<file path="src/rtl/vc_test_delay_ctrl_pkg.sv">
`default_nettype none
// ============================================================================
//  Module   : vc_test_delay_pkg
//  Purpose  : Shared constants for the val/rdy test delay element. Holds the
//             run-time mode codes, the FSM state encoding, the LFSR feedback
//             polynomial and a trace-character helper.
//  Revision : 1.0  initial release
// ============================================================================
package vc_test_delay_pkg;

    // Run-time delay modes, driven on the 'mode' port
    localparam logic [1:0] VC_DELAY_BYPASS = 2'd0;
    localparam logic [1:0] VC_DELAY_FIXED  = 2'd1;
    localparam logic [1:0] VC_DELAY_RANDOM = 2'd2;
    localparam logic [1:0] VC_DELAY_BURST  = 2'd3;

    // Delay FSM state encoding
    localparam int         c_ST_W     = 2;
    localparam logic [1:0] c_ST_IDLE  = 2'd0;
    localparam logic [1:0] c_ST_DELAY = 2'd1;
    localparam logic [1:0] c_ST_SEND  = 2'd2;

    // Right-shifting Galois feedback taps (maximal-length 16-bit sequence)
    localparam logic [15:0] c_LFSR_POLY = 16'hB400;

    // Trace character for a state, in the test library style:
    // ' ' idle, '#' delaying, '*' holding a message for the sink.
    function automatic logic [7:0] trace_char(input logic [c_ST_W-1:0] state);
        logic [7:0] ch;
        ch = 8'h20;
        case (state)
            c_ST_DELAY: ch = 8'h23;
            c_ST_SEND:  ch = 8'h2A;
            default:    ch = 8'h20;
        endcase
        return ch;
    endfunction

endpackage
`default_nettype wire

</file>
<file path="src/rtl/vc_test_delay_ctrl_lfsr16.sv">
`default_nettype none
// ============================================================================
//  Module   : vc_test_lfsr16
//  Purpose  : 16-bit right-shifting Galois LFSR used as the reproducible
//             random source for the delay element. Advances one step per
//             cycle while 'en' is high.
//  Ports    : clk    - clock, rising edge
//             reset  - asynchronous, active-low reset (loads p_seed)
//             en     - advance enable
//             state  - current 16-bit LFSR value
//  Revision : 1.0  initial release
// ============================================================================
module vc_test_lfsr16
    import vc_test_delay_pkg::*;
#(
    parameter logic [15:0] p_seed = 16'hACE1
)(
    input  logic        clk,
    input  logic        reset,
    input  logic        en,
    output logic [15:0] state
);

    // An all-zero seed locks the LFSR at zero forever
    generate
        if (p_seed == 16'h0000) begin : g_seed_check
            $fatal(1, "vc_test_lfsr16: p_seed must be nonzero");
        end
    endgenerate

    logic [15:0] r_lfsr;
    logic [15:0] w_lfsr_nxt;

    always_comb begin
        w_lfsr_nxt = {1'b0, r_lfsr[15:1]} ^ (r_lfsr[0] ? c_LFSR_POLY : 16'h0000);
    end

    always_ff @(posedge clk or negedge reset) begin
        if (!reset) begin
            r_lfsr <= p_seed;
        end else if (en) begin
            r_lfsr <= w_lfsr_nxt;
        end
    end

    assign state = r_lfsr;

endmodule
`default_nettype wire

</file>
<file path="src/rtl/vc_test_delay_ctrl.sv">
`default_nettype none
// ============================================================================
//  Module   : vc_test_delay_ctrl
//  Purpose  : val/rdy delay element for test benches. Holds one message and
//             releases it after a per-message delay chosen by the run-time
//             mode: bypass (combinational pass-through), fixed, uniform
//             random, or bursty. Counts every downstream transfer.
//  Ports    : clk        - clock, rising edge
//             reset      - asynchronous, active-low reset
//             mode       - 0 bypass, 1 fixed, 2 random, 3 burst
//             max_delay  - delay bound D in cycles
//             in_val/in_rdy/in_msg    - upstream handshake and payload
//             out_val/out_rdy/out_msg - downstream handshake and payload
//             num_msgs   - count of out_val && out_rdy transfers (wraps)
//  Revision : 1.0  initial release
// ============================================================================
module vc_test_delay_ctrl
    import vc_test_delay_pkg::*;
#(
    parameter int          p_msg_nbits   = 8,
    parameter int          p_delay_nbits = 8,
    parameter logic [15:0] p_seed        = 16'hACE1
)(
    input  logic                     clk,
    input  logic                     reset,
    input  logic [1:0]               mode,
    input  logic [p_delay_nbits-1:0] max_delay,
    input  logic                     in_val,
    output logic                     in_rdy,
    input  logic [p_msg_nbits-1:0]   in_msg,
    output logic                     out_val,
    input  logic                     out_rdy,
    output logic [p_msg_nbits-1:0]   out_msg,
    output logic [31:0]              num_msgs
);

    // Wide enough for the 16-bit LFSR times (D+1) with D all-ones
    localparam int                       c_PROD_W    = p_delay_nbits + 17;
    localparam logic [p_delay_nbits-1:0] c_DELAY_ONE = p_delay_nbits'(1);

    logic [c_ST_W-1:0]        r_state;
    logic [c_ST_W-1:0]        w_state_nxt;
    logic [p_delay_nbits-1:0] r_count;
    logic [p_delay_nbits-1:0] w_count_nxt;
    logic [p_msg_nbits-1:0]   r_msg;
    logic [31:0]              r_num_msgs;

    logic                     w_bypass;
    logic                     w_idle;
    logic                     w_send;
    logic                     w_accept;
    logic [15:0]              w_lfsr;
    logic [c_PROD_W-1:0]      w_prod;
    logic [p_delay_nbits-1:0] w_rand_delay;
    logic [p_delay_nbits-1:0] w_delay;
    logic                     w_unused_prod;

    assign w_bypass = (mode == VC_DELAY_BYPASS);
    assign w_idle   = (r_state == c_ST_IDLE);
    assign w_send   = (r_state == c_ST_SEND);

    // ------------------------------------------------------------------------
    // Handshake outputs. Bypass only takes effect once the buffer is empty;
    // a message already held keeps upstream stalled until it drains.
    // ------------------------------------------------------------------------
    assign in_rdy  = (w_idle && !w_bypass)
                   || (w_send && out_rdy && !w_bypass)
                   || (w_idle && w_bypass && out_rdy);
    assign out_val = w_send || (w_idle && w_bypass && in_val);
    assign out_msg = (w_idle && w_bypass) ? in_msg : r_msg;

    // A message is captured only outside bypass; pass-through never loads
    assign w_accept = in_val && in_rdy && !w_bypass;

    // ------------------------------------------------------------------------
    // Random source: one step per captured message, frozen otherwise, so the
    // delay sequence depends only on the number of messages since reset.
    // ------------------------------------------------------------------------
    vc_test_lfsr16 #(
        .p_seed (p_seed)
    ) u_lfsr (
        .clk    (clk),
        .reset  (reset),
        .en     (w_accept),
        .state  (w_lfsr)
    );

    // Uniform scaling: floor(lfsr * (D+1) / 2^16) lies in [0, D]
    always_comb begin
        w_prod = {{(p_delay_nbits + 1){1'b0}}, w_lfsr}
               * ({17'b0, max_delay} + c_PROD_W'(1));
    end

    assign w_rand_delay  = w_prod[16 +: p_delay_nbits];
    assign w_unused_prod = ^{w_prod[15:0], w_prod[c_PROD_W-1]};

    // Delay for the message being captured this cycle
    always_comb begin
        w_delay = '0;
        case (mode)
            VC_DELAY_FIXED:  w_delay = max_delay;
            VC_DELAY_RANDOM: w_delay = w_rand_delay;
            VC_DELAY_BURST:  w_delay = (w_lfsr[15:13] == 3'b000) ? max_delay : '0;
            default:         w_delay = '0;
        endcase
    end

    // ------------------------------------------------------------------------
    // Delay FSM. The counter is loaded with d and SEND is entered on the
    // cycle after it reads 1, which puts out_val at accept + 1 + d.
    // ------------------------------------------------------------------------
    always_comb begin
        w_state_nxt = r_state;
        w_count_nxt = r_count;
        case (r_state)
            c_ST_IDLE: begin
                if (w_accept) begin
                    w_count_nxt = w_delay;
                    w_state_nxt = (w_delay == '0) ? c_ST_SEND : c_ST_DELAY;
                end
            end
            c_ST_DELAY: begin
                if (r_count <= c_DELAY_ONE) begin
                    w_count_nxt = '0;
                    w_state_nxt = c_ST_SEND;
                end else begin
                    w_count_nxt = r_count - c_DELAY_ONE;
                end
            end
            c_ST_SEND: begin
                if (out_rdy) begin
                    // Same-cycle refill keeps one message per cycle at d == 0
                    if (w_accept) begin
                        w_count_nxt = w_delay;
                        w_state_nxt = (w_delay == '0) ? c_ST_SEND : c_ST_DELAY;
                    end else begin
                        w_state_nxt = c_ST_IDLE;
                    end
                end
            end
            default: begin
                w_count_nxt = '0;
                w_state_nxt = c_ST_IDLE;
            end
        endcase
    end

    always_ff @(posedge clk or negedge reset) begin
        if (!reset) begin
            r_state <= c_ST_IDLE;
            r_count <= '0;
        end else begin
            r_state <= w_state_nxt;
            r_count <= w_count_nxt;
        end
    end

    always_ff @(posedge clk or negedge reset) begin
        if (!reset) begin
            r_msg <= '0;
        end else if (w_accept) begin
            r_msg <= in_msg;
        end
    end

    // Counts pass-through transfers as well as buffered ones
    always_ff @(posedge clk or negedge reset) begin
        if (!reset) begin
            r_num_msgs <= '0;
        end else if (out_val && out_rdy) begin
            r_num_msgs <= r_num_msgs + 32'd1;
        end
    end

    assign num_msgs = r_num_msgs;

endmodule
`default_nettype wire

</file>
<file path="config.mk">
export PLATFORM = sky130hd
export DESIGN_NAME = vc_test_delay_ctrl
export DESIGN_NICKNAME = d
export VERILOG_FILES = /design/src/rtl/vc_test_delay_ctrl_pkg.sv /design/src/rtl/vc_test_delay_ctrl_lfsr16.sv /design/src/rtl/vc_test_delay_ctrl.sv
export SDC_FILE = /design/constraint.sdc
export NUM_CORES = 1
export LEC_CHECK = 0
export BUFFER_PORTS_ARGS = -buffer_cell sky130_fd_sc_hd__buf_2
export CAP_MARGIN = 30
export CORE_MARGIN = 1
export CORE_UTILIZATION = 46
export DETAILED_ROUTE_END_ITERATION = 10
export GPL_ROUTABILITY_DRIVEN = 0
export HOLD_SLACK_MARGIN = 0.06
export PLACE_DENSITY_LB_ADDON = 0.05
export SYNTH_ARGS = -nofsm -noshare
export SYNTH_HDL_FRONTEND = slang
export SYNTH_SLANG_ARGS = --single-unit
export TNS_END_PERCENT = 50
</file>
<file path="constraint.sdc">
create_clock -name clk -period 15.1 [get_ports clk]
set_input_delay 1.51 -clock clk [delete_from_list [all_inputs] [get_ports clk]]
set_output_delay 1.51 -clock clk [all_outputs]
set_load 0.01 [all_outputs]
</file>
==> reports/metrics.cfg <==
[drt]
finalWirelength_mm = 17.8
drt-met1-wl_mm = 7.79
via_per_inst = 5.26
wl_per_cell_um = 16.1
top_layer = met4
dr.pass1.iters = 5
ant_nets = 0
dr_wl_met2_mm = 8.94
vias = 5794
drc_errors = 0
drt_iter0_markers = 339
wl_met3_um = 656

[die]
die_w_um = 131
coreArea_um2 = 16000
row_count = 46
dieHeight_um = 131
die-area_um2 = 17100
ioPinCount = 64
start_util_pct = 47.6

[sta]
post-route-min-period_ns = 7.48
layout_setup_ws_ns = 7.62
fin_crit_sh_pct = 49.5
setup_viol = 0
slew_violations = 0
rsz0062_at_grt = false
tightest_slew_ns = 0.974
maxSlewHeadroom_pct = 34.8
tns_ns = 0
timing.fmax_mhz = 134
hold_viol = 0
hold_slack_ns = 0.473
skew_ns = 0.00947

[pwr]
leakage_nw = 4.20
irDropWorstVdd_uv = 60.2
powerDensity_nw_per_um2 = 56.5

[worst_hold_path]
hold_path_end = num_msgs[31]
hold_start = num_msgs[31]
min_delay_path_depth = 1
hold_class = flip-flop to flip-flop

[cts]
cts_resized = 0
clkTransAtPathRegs_ns = 0.06
clock-root-buffer = clkbuf_16
cts_buffers = 9
cts_tree = done
htree_levels = 3
worstSkewPairLatency_ns = 0.34
cts_sinks = 66
clock_path_buffers = 2
post-cts-setup-buffer-count = 0
hold_buffers = 0

[setup_path]
critPathRequiredTime_ns = 15.37
start_kind = input port
crit_path_end_kind = flip-flop
r2r_slack_ns = 9.59
crit_arrival_ns = 7.75
r2r_cells = 16
crit_type = input port to flip-flop
cp_max_fo = 20
r2r-end = r_state[1]
rr_startpoint = u_lfsr.state[11]

[synth]
ys_warn_count = 0
synth_area_leaders = fa_1 25%, dfrtp_1 19%, ha_1 7.1%
yosysUniqueCellTypes = 58
syn_area_per_cell_um2 = 9.07
yosys.area.top_type = fa_1
synth_fp_nets = 1002
netlist_instances = 840
ys_seq_area_share_pct = 21.8
synthFlopType = dfrtp_1
synth_top_area_share_pct = 25.5
ys_seq_elements = 66
synth_area_um2 = 7620
synth_edf_count = 0
async_flop_share_pct = 100

[final_layout]
drive_above_1_share_pct = 13.7
nNetsFinal = 1043
areaGrowthSynthToFinish_pct = 10.7
antennaDiodeCount = 0
layout_commonest_cell = nand2_1
mostFrequentLayoutCells = 117 x nand2_1, 112 x inv_1, 97 x fa_1, 63 x buf_2, 59 x nor2b_1

[grt]
grt_pass1_wl_mm = 29.6
grt_pass1_vias = 5783
grt-ovfl-total = 0
grt_max_degree = 67
grt_antenna_before_repair = 0
grt_usage_pct = 22.7

[job]
maxCapViolCount = 0

[status]
status = complete, no violations

[placement]
io_buffer_count = 63
dpl_worst_slack_ns = 7.25
dpl.hpwl_mm = 13.7

worst max path at each step:
stage,startpoint,slack [ns],to
5_1_grt,max_delay[0],7.18,r_state[1]
4_1_cts,max_delay[0],7.61,r_state[1]
3_5_place_dp,max_delay[0],7.25,r_state[1]
2_1_floorplan,max_delay[0],8.20,r_state[1]
3_3_place_gp,max_delay[0],7.38,r_state[1]
6_report,max_delay[0],7.62,r_state[1]
final cells by class:
cell class	count	area (µm²)
Fill cell	1544	7570
Clock buffer	10	239
Timing Repair Buffer	69	360
Clock inverter	6	65.1
Inverter	112	420
Multi-Input combinational cell	623	5420
Tap cell	216	270
Sequential cell	66	1660
critical path: stages:
cell and delay [ns]:
buf_2 0.33, ha_1 0.26, nand3_1 0.16, xnor2_2 0.69, and2_1 0.25, fa_1 0.41
inv_1 0.08, fa_1 0.43, fa_1 0.51, fa_1 0.58, inv_1 0.05, ha_1 0.38
a21o_1 0.27, or3_1 0.34, o32ai_2 0.34, a21oi_1 0.16, nor3_1 0.16, o31ai_1 0.15
or4_1 0.55, o21ai_1 0.12
registers in the layout (all words and copies together) (netlist names):
| signal | count |
|---|---|
| r_count | 8 |
| u_lfsr.state | 16 |
| num_msgs | 32 |
| r_state | 2 |
| r_msg | 8 |
cells by family after synthesis:
logic type	Yosys count	share of synthesized area (%)
simple gates	335	22.7
mux	14	2.05
flops	66	21.8
compound gates	84	7.65
fa+ha+maj	140	32.6
xor+xnor	50	5.75
buf+inv	151	7.46
cell usage after synthesis, drive strengths merged (3+ instances only):
master,instances
nor3,7
o22ai,4
nor2b,59
dfrtp,58
o211ai,5
inv,112
ha,43
nand4,9
nand2b,29
o31ai,5
and2,32
a2111oi,4
a21o,5
xnor2,39
mux2,13
nor2,32
xor2,11
o21a,3
a21oi,22
nor3b,3
fa,97
and3,9
dfstp,8
nand3,22
nor4,6
clkbuf,38
o21ai,17
nand2,117
routing by layer:
metal / up-vias / GRT usage [%]
li1: 2755 / -
met1: 2890 / 30.4
met2: 124 / 37.8
met3: 25 / 3.38
met4: 0 / 7.17
met5: - / 0
metrics by stage:
| step | power, mW | cells | util (%) | area [µm²] |
|---|---|---|---|---|
| 2_1_floorplan | 0.239 | 840 | - | 7620 |
| 3_3_place_gp | 0.266 | 1086 | 50.8 | 8130 |
| 3_5_place_dp | 0.267 | 1086 | 50.8 | 8130 |
| 4_1_cts | 0.483 | 1102 | 52.7 | 8430 |
| 5_1_grt | 0.501 | 1102 | 52.7 | 8430 |
| 6_report | 0.476 | 1102 | 52.7 | 8430 |
report_power, final:
group / switching [mW] / leakage (nW) / internal (mW) / total (mW)
logic: 0.0518 / 3.21 / 0.0292 / 0.0810
registers: 0.00337 / 0.844 / 0.180 / 0.183
clock network: 0.0799 / 0.149 / 0.132 / 0.212
total: 0.135 / 4.20 / 0.341 / 0.476
Note: power is estimated with default switching activity, not from simulation.
